`config.mk`:
```
export PLATFORM = sky130hd
export DESIGN_NAME = trig_cnt_readout_ctrl
export DESIGN_NICKNAME = d
export VERILOG_FILES = /design/src/rtl/trig_cnt_readout_ctrl.sv
export SDC_FILE = /design/constraint.sdc
export NUM_CORES = 1
export LEC_CHECK = 0
export BUFFER_PORTS_ARGS = -buffer_cell sky130_fd_sc_hd__buf_2
export CAP_MARGIN = 20
export CORE_MARGIN = 2
export CORE_UTILIZATION = 50
export DETAILED_ROUTE_END_ITERATION = 10
export PLACE_DENSITY_LB_ADDON = 0.1
export SYNTH_ARGS = -nofsm -noshare
export SYNTH_HDL_FRONTEND = slang
export SYNTH_SLANG_ARGS = --single-unit
```
`constraint.sdc`:
```
create_clock -name clk -period 6.4 [get_ports clk]
set_input_delay 0.64 -clock clk [delete_from_list [all_inputs] [get_ports clk]]
set_output_delay 0.64 -clock clk [all_outputs]
set_load 0.1 [all_outputs]
```
`src/rtl/trig_cnt_readout_ctrl.sv`:
```
// trig_cnt_readout_ctrl
// Snapshots the five 32-bit trigger counters into shadow registers and streams
// them as a 6-word frame (header + L1A, PL1A, PS, ALIGN, DELTA) over a
// valid/ready port. Owns the counter block reset, so it also sequences clears
// (on request, or atomically with each snapshot when clr_on_read is set) and
// runs a periodic auto-snapshot timer.
//
// Ports:
//   clk, rst        clock, synchronous active-high reset
//   cnt_*           live counter values from the trigger counter block
//   snap_req        snapshot request pulse
//   clr_req         counter clear request pulse
//   clr_on_read     clear counters on the capture edge of every snapshot
//   auto_period     cycles between auto snapshots, 0 disables
//   cnt_rst         reset to the trigger counter block
//   rd_data/rd_valid/rd_ready/rd_last   frame output stream
//   busy            controller not idle
//   snap_seq        frames sent (wraps)
//   snap_drop       requests lost while a request was already pending (saturates)
module trig_cnt_readout_ctrl #(
    parameter logic [7:0]  HDR_TAG = 8'hC5,
    parameter int unsigned AUTO_W  = 32
) (
    input  logic              clk,
    input  logic              rst,
    input  logic [31:0]       cnt_L1A,
    input  logic [31:0]       cnt_PL1A,
    input  logic [31:0]       cnt_PS,
    input  logic [31:0]       cnt_ALIGN,
    input  logic [31:0]       cnt_DELTA,
    input  logic              snap_req,
    input  logic              clr_req,
    input  logic              clr_on_read,
    input  logic [AUTO_W-1:0] auto_period,
    output logic              cnt_rst,
    output logic [31:0]       rd_data,
    output logic              rd_valid,
    input  logic              rd_ready,
    output logic              rd_last,
    output logic              busy,
    output logic [15:0]       snap_seq,
    output logic [7:0]        snap_drop
);

    localparam int unsigned DATA_W = 32;
    localparam int unsigned SEQ_W  = 16;
    localparam int unsigned DROP_W = 8;
    localparam int unsigned IDX_W  = 3;
    localparam int unsigned N_CNT  = 5;

    localparam logic [IDX_W-1:0] LAST_IDX   = IDX_W'(N_CNT);
    localparam logic [7:0]       HDR_NWORDS = 8'(N_CNT);

    typedef enum logic [1:0] {
        ST_IDLE,
        ST_ARM,
        ST_SEND,
        ST_CLR
    } state_e;

    state_e              state_q;
    logic [DATA_W-1:0]   shadow_q [N_CNT];
    logic [IDX_W-1:0]    idx_q;
    logic [DATA_W-1:0]   rd_data_q;
    logic                rd_valid_q;
    logic                rd_last_q;
    logic                cnt_rst_q;
    logic [SEQ_W-1:0]    snap_seq_q;
    logic [DROP_W-1:0]   snap_drop_q;
    logic                snap_pend_q;
    logic                clr_pend_q;
    logic [AUTO_W-1:0]   timer_q;

    logic                auto_en_c;
    logic                tick_c;
    logic                snap_ev_c;
    logic                accept_c;
    logic [DATA_W-1:0]   next_word_c;

    // Auto timer compare; >= keeps the timer bounded if the period shrinks mid-count
    always_comb begin
        auto_en_c = (auto_period != '0);
        tick_c    = auto_en_c && (timer_q >= (auto_period - AUTO_W'(1)));
        snap_ev_c = snap_req | tick_c;
        accept_c  = rd_valid_q & rd_ready;
    end

    // Count word following the current index (word k carries shadow k-1)
    always_comb begin
        next_word_c = shadow_q[0];
        case (idx_q)
            3'd0:    next_word_c = shadow_q[0];
            3'd1:    next_word_c = shadow_q[1];
            3'd2:    next_word_c = shadow_q[2];
            3'd3:    next_word_c = shadow_q[3];
            3'd4:    next_word_c = shadow_q[4];
            default: next_word_c = shadow_q[0];
        endcase
    end

    // Controller FSM, request bookkeeping, timer and output registers
    always_ff @(posedge clk) begin
        if (rst) begin
            state_q     <= ST_IDLE;
            idx_q       <= '0;
            rd_data_q   <= '0;
            rd_valid_q  <= 1'b0;
            rd_last_q   <= 1'b0;
            cnt_rst_q   <= 1'b1;
            snap_seq_q  <= '0;
            snap_drop_q <= '0;
            snap_pend_q <= 1'b0;
            clr_pend_q  <= 1'b0;
            timer_q     <= '0;
            for (int i = 0; i < int'(N_CNT); i++) begin
                shadow_q[i] <= '0;
            end
        end else begin
            if (!auto_en_c || tick_c) begin
                timer_q <= '0;
            end else begin
                timer_q <= timer_q + AUTO_W'(1);
            end

            cnt_rst_q <= 1'b0;

            // Requests arriving while busy: 1-deep snapshot queue, sticky clear
            if (state_q != ST_IDLE) begin
                if (snap_ev_c) begin
                    if (snap_pend_q) begin
                        if (snap_drop_q != '1) begin
                            snap_drop_q <= snap_drop_q + DROP_W'(1);
                        end
                    end else begin
                        snap_pend_q <= 1'b1;
                    end
                end
                if (clr_req) begin
                    clr_pend_q <= 1'b1;
                end
            end

            case (state_q)
                ST_IDLE: begin
                    if (snap_ev_c || snap_pend_q) begin
                        state_q     <= ST_ARM;
                        cnt_rst_q   <= clr_on_read;
                        // A fresh request on the cycle a pending one is served stays queued
                        snap_pend_q <= snap_pend_q && snap_ev_c;
                        if (clr_req) begin
                            clr_pend_q <= 1'b1;
                        end
                    end else if (clr_req || clr_pend_q) begin
                        state_q    <= ST_CLR;
                        cnt_rst_q  <= 1'b1;
                        clr_pend_q <= 1'b0;
                    end
                end
                ST_ARM: begin
                    // Capture edge; with clr_on_read the counters reset on this same edge
                    shadow_q[0] <= cnt_L1A;
                    shadow_q[1] <= cnt_PL1A;
                    shadow_q[2] <= cnt_PS;
                    shadow_q[3] <= cnt_ALIGN;
                    shadow_q[4] <= cnt_DELTA;
                    state_q     <= ST_SEND;
                    idx_q       <= '0;
                    rd_valid_q  <= 1'b1;
                    rd_last_q   <= 1'b0;
                    rd_data_q   <= {HDR_TAG, HDR_NWORDS, snap_seq_q};
                end
                ST_SEND: begin
                    if (accept_c) begin
                        if (idx_q == LAST_IDX) begin
                            state_q    <= ST_IDLE;
                            rd_valid_q <= 1'b0;
                            rd_last_q  <= 1'b0;
                            snap_seq_q <= snap_seq_q + SEQ_W'(1);
                        end else begin
                            idx_q     <= idx_q + IDX_W'(1);
                            rd_data_q <= next_word_c;
                            rd_last_q <= (idx_q == (LAST_IDX - IDX_W'(1)));
                        end
                    end
                end
                ST_CLR: begin
                    state_q <= ST_IDLE;
                end
                default: begin
                    state_q <= ST_IDLE;
                end
            endcase
        end
    end

    assign cnt_rst   = cnt_rst_q;
    assign rd_data   = rd_data_q;
    assign rd_valid  = rd_valid_q;
    assign rd_last   = rd_last_q;
    assign busy      = (state_q != ST_IDLE);
    assign snap_seq  = snap_seq_q;
    assign snap_drop = snap_drop_q;

endmodule
```
==> results_dict.tcl, run 1 <==
set metrics [dict create \
    cap_violations 0 \
    gp_congestion 0.8570 \
    crit_slowest_cell "or4_2" \
    antenna_found_initial 6 \
    cts_setup_buffers 0 \
    drtAntennaViolNets 0 \
    fin_worst_skew_ps 15.82 \
    critPathBufInv 2 \
    path_class "in2reg" \
    grt_pass1_vias 8810 \
    synth-edff-count 160 \
    routed_wirelength_um 28600 \
    clk_pin_slew_ps 60 \
    core_um2 23540 \
    synth_top_family_by_area "simple AND/OR/NAND/NOR gates" \
    yosys-top-cells-count "and2_1 (165), edfxtp_1 (160), dfxtp_1 (98), nor2_1 (96), nand2_1 (79)" \
    finalHoldViolCount 0 \
    die_x_um 159.1 \
    synth_area_um2 12030 \
    relSlewSlack 0.3211 \
    synth_seq_cells 258 \
    grt_max_degree 131 \
    power_frac_clock 0.384 \
    reg2reg_from "state_q[1]" \
    clkLatencyLatePin_ps 530 \
    dp_hpwl_um 19240 \
    drcViolationCount 0 \
    fin_crit_ps 4892 \
    track_usage 0.2229 \
    post-route-cell-area_um2 14480 \
    place_area_um2 13610 \
    clock-root-buffer "clkbuf_16" \
    synth_compound_area_frac 0.1021 \
    yosysMostFrequentCell "and2_1" \
    synth_area_per_cell_um2 10.89 \
    fmax_ghz 0.2044 \
    port_buffers 257 \
    yosysWarnings 0 \
    h-tree-depth 1 \
    start_util 0.5111 \
    yosys-top-cells-area "edfxtp_1 (40%), dfxtp_1 (16%), and2_1 (8.6%)" \
    fp.dieH_um 159.1 \
    crit_start "auto_period[0]" \
    drtIter0Drc 689 \
    synth.distinct_cells 56 \
    synthArstFlopShare 0 \
    cts.sinks 258 \
    end_kind "flip-flop" \
    seqPwrFrac 0.499 \
    first_pass_iters 5 \
    detailroute.via_count 8978 \
    synth_top_cell_by_area "edfxtp_1" \
    drv_slew 0 \
    rows 56 \
    fin_util 0.6152 \
    path_cells "buf_2, inv_1, ha_1, or3b_2, or4_2, nor3_2, nand2_1, nor4_1, xnor2_1, ha_1, a21oi_1, nand2_1, a221o_1, or3_1, a221o_2, or4_1, a31oi_1" \
    swShare 0.2544 \
    layout-drive-gt1-share 0.2412 \
    power_mw 3.954 \
    cts-buffers-inserted 27 \
    io_pins 258 \
    clk_path_buf_depth 3 \
    min-delay-start "cnt_PL1A[7]" \
    die_area_um2 25320 \
    worstPathRequired_ps 6850 \
    num-nets-final 1579 \
    grtUsageMet2 0.3709 \
    critPathMaxStageDelay_ps 650 \
    intPower_mw 2.948 \
    ys_seq_area_frac 0.5623 \
    status "complete, no violations" \
    min_path_type "in2reg" \
    worstMarginPinSlew_ps 1016 \
    cts_tree "done" \
    syn-instance-count 1105 \
    synth_top_area_frac 0.3993 \
    vias_per_cell 5.331 \
    busiest_layer "met2" \
    min_period_over_period 0.7644 \
    switchingPower_mw 1.006 \
    finalSetupViolCount 0 \
    syn_to_final_growth_pct 20.37 \
    wl_per_cell_um 16.98 \
    critPathLaunchType "input port" \
    overflow 0 \
    synth-main-ff-cell "edfxtp_1" \
    cts_resized 0 \
    grt_use_met1 0.3020 \
    synthSimpleGateAreaFrac 0.2136 \
    holdBufCountCts 0 \
    synthAdderAreaFrac 0.04263 \
    rsz0062_at_grt "false" \
    cp.arrival_ps 5340 \
    fin_setup_tns_ps 0 \
    crit_family "simple AND/OR/NAND/NOR gates" \
    syn-num-nets 1344 \
    grtUsageMet3 0.04402 \
    synth-xor-area-share 0.05314 \
    peakVddDrop_v 0.0001826 \
    share_comb_of_total_power 0.118 \
    p_per_area_nw_per_um2 273.0 \
    cp_max_fo 7 \
    grt_first_pass_wirelength_um 45600 \
    p_leak_nw 5.825 \
    synth_mux_area_frac 0.002704 \
    fin_hold_ws_ps 384.9 \
]
registers in the layout, summed over array words and instances, names as in the netlist:
name,count
clr_pend_q,1
cnt_rst,1
idx_q,3
rd_data,32
rd_last,1
rd_valid,1
shadow_q,160
snap_drop,8
snap_pend_q,1
snap_seq,16
state_q,2
timer_q,32
kinds of logic (layout without fill, tap and decap cells):
family                     Yosys count  in the layout
and+or+nand+nor                    476            476
DFF                                258            258
AOI/OAI and AO/OA                  179            179
buffers and inverters               75            330
xor gates and xnor gates            73             73
adders and majority gates           41             41
muxes                                3              3
other                                0              5
area by class of cell:
class,count,area (um2)
multi-input combinational,772,5022
tap,319,399.1
inverter,11,41.29
timing repair buffer,270,1384
clock buffer,30,686.9
clock inverter,19,171.4
antenna,5,12.51
fill,2025,9059
sequential,258,6766
power groups by stage:
stage               sequential [mW]  clock [mW]  combinational, mW
floorplan                      2.12           0              0.205
global placement               2.00           0              0.461
detailed placement             2.01           0              0.467
CTS                            1.97        1.54              0.469
global route                   1.98        1.61              0.507
finish                         1.97        1.52              0.465
routing by layer:
layer  up-vias  share of wire
li1       4483              -
met1      4180           0.45
met2       281           0.47
met3        32          0.069
met4         2          0.014
met5         -        0.00045
cell usage in the layout (no fill, tap or decap), types with 27 or more instances in the layout:
| cell type | synthesis | routed |
|---|---|---|
| a22oi_1 | 59 | 59 |
| a21oi_1 | 48 | 48 |
| xnor2_1 | 36 | 36 |
| nand2_1 | 79 | 79 |
| edfxtp_1 | 160 | 160 |
| and2_1 | 165 | 165 |
| buf_2 | 1 | 257 |
| dfxtp_1 | 98 | 98 |
| xor2_1 | 37 | 37 |
| ha_1 | 41 | 41 |
| clkbuf_16 | 0 | 27 |
| nor2_1 | 96 | 95 |
| nand4_1 | 34 | 34 |
final timing paths:
path / endpoint / cells past startpoint / slack [ps]
min: shadow_q[0][39] / 2 / 380
max reg2reg: rd_data[26] / 6 / 3500
min reg2reg: rd_data[2] / 2 / 450
max: state_q[1] / 17 / 1510
through the flow:
stage          std cells  setup slack, ps
4_1_cts             1679             1506
2_1_floorplan       1105            829.3
3_3_place_gp        1630             1104
5_1_grt             1682             1215
3_5_place_dp        1630            976.1
6_report            1684             1508
No activity file was read; power rests on OpenSTA's default activity.
==> inputs of run 2 (changes only) <==
Clock period 6.4 ns to 4.5 ns, I/O delays scaled along.
==> run 2 against run 1 <==
Final area is 1.9% higher. Clock skew is 6.5 ps lower. Critical endpoint unchanged. Sequential power is 43% higher. Via count is 1.8% higher. Count of clock-buffer cells in the layout is 13 higher. Largest power group unchanged. Wire length is 1.6% higher.
==> results_dict.tcl, run 2 (same netlist as run 1, synthesis figures left out) <==
set metrics [dict create \
    die_x_um 159.1 \
    cts.sinks 258 \
    overflow 0 \
    critPathBufInv 2 \
    crit_slowest_cell "or4_1" \
    die_area_um2 25320 \
    routed_wirelength_um 29060 \
    end_kind "flip-flop" \
    cts-buffers-inserted 28 \
    fmax_ghz 0.2489 \
    worstPathRequired_ps 4960 \
    holdBufCountCts 0 \
    grt_first_pass_wirelength_um 45880 \
    layout-drive-gt1-share 0.2529 \
    cts_setup_buffers 0 \
    status "complete, no violations" \
    grt_max_degree 94 \
    peakVddDrop_v 0.0002654 \
    path_cells "buf_2, inv_1, ha_1, or3b_4, or4_4, nor3_4, nand2_1, nor4_2, xnor2_1, ha_1, a21oi_1, nand2_1, a221o_1, or3_1, a221o_2, or4_1, a31oi_1" \
    first_pass_iters 5 \
    stdcell_count 1701 \
    clock-root-buffer "clkbuf_16" \
    drcViolationCount 0 \
    largest_register_ffs 160 \
    relSlewSlack 0.3254 \
    detailroute.via_count 9137 \
    fin_worst_skew_ps 9.343 \
    syn_to_final_growth_pct 22.62 \
    dp_hpwl_um 19790 \
    cap_violations 0 \
    pre_cts_slack_ps -62.51 \
    cp.arrival_ps 4470 \
    finalSetupViolCount 0 \
    worstMarginPinSlew_ps 1010 \
    clk_pin_slew_ps 60 \
    num-nets-final 1598 \
    wl_per_cell_um 17.08 \
    fin_crit_ps 4018 \
    drtIter0Drc 595 \
    power_mw 5.802 \
    cts_resized 0 \
    setup_ws_ps 481.6 \
    grt_pass1_vias 8850 \
    io_pins 258 \
    antenna_found_initial 4 \
    fin_setup_tns_ps 0 \
    port_buffers 257 \
    track_usage 0.2235 \
    drv_slew 0 \
    vias_per_cell 5.372 \
    p_leak_nw 5.986 \
    rsz0062_at_grt "false" \
    core_um2 23540 \
    h-tree-depth 1 \
    layout_common_cells "buf_2 (257), and2_1 (164), edfxtp_1 (160)" \
    min_path_type "in2reg" \
    crit_family "simple AND/OR/NAND/NOR gates" \
    min_period_over_period 0.8930 \
    cts_tree "done" \
    finalHoldViolCount 0 \
    largest_register "shadow_q" \
    gp_congestion 0.8110 \
    clkLatencyLatePin_ps 540 \
    layout_commonest_cell "buf_2" \
    critPathLaunchType "input port" \
    p_per_area_nw_per_um2 393.2 \
    start_util 0.5111 \
    path_class "in2reg" \
    clk_path_buf_depth 3 \
    drtAntennaViolNets 0 \
    cp_max_fo 3 \
    rows 56 \
    fp.dieH_um 159.1 \
    place_inst 1648 \
    critPathMaxStageDelay_ps 480 \
]
==> run 2: final timing paths <==
kind / slack [ps] / depth (start not counted) / startpoint / to
worst max-delay path: 480 / 17 / auto_period[0] / state_q[1]
worst min-delay path: 180 / 2 / cnt_ALIGN[6] / shadow_q[0][102]
worst max register to register: 1660 / 8 / timer_q[6] / state_q[1]
worst min register to register: 450 / 2 / rd_data[1] / rd_data[1]
==> run 2: worst reg2reg max path: cells and delay by family, from the launching register on <==
family                     cells  cell delay, ps
DFF                            1             410
AOI/OAI and AO/OA              5            1430
adders and majority gates      1             270
and+or+nand+nor                2             650
==> run 2: area by class of cell <==
| cell class | instances | area (um2) |
|---|---|---|
| Multi-Input combinational cell | 772 | 5044 |
| Antenna cell | 2 | 5.005 |
| Timing Repair Buffer | 288 | 1544 |
| Sequential cell | 258 | 6766 |
| Inverter | 11 | 41.29 |
| Clock buffer | 43 | 817.0 |
| Clock inverter | 8 | 137.6 |
| Tap cell | 319 | 399.1 |
| Fill cell | 2029 | 8788 |
==> run 2: routing by layer <==
layer / global-route usage / vias to the layer above / wire, um
li1: - / 4516 / -
met1: 0.3096 / 4305 / 13120
met2: 0.3617 / 263 / 13390
met3: 0.04350 / 49 / 1795
met4: 0.06033 / 4 / 726
met5: 0 / - / 27
==> run 2: stage by stage <==
step	cell area, um2	hold WS [ps]	utilization
after floorplan	12050	429.7	-
after global placement	13790	435.7	0.5859
after detailed placement	13790	446.1	0.5859
after CTS	14750	156.5	0.6265
after global routing	14750	154.4	0.6266
final	14750	181.3	0.6267
==> run 2: power breakdown <==
| part | internal, mW | switching, mW |
|---|---|---|
| clock network | 1.42 | 0.901 |
| logic | 0.195 | 0.480 |
| registers | 2.74 | 0.0649 |
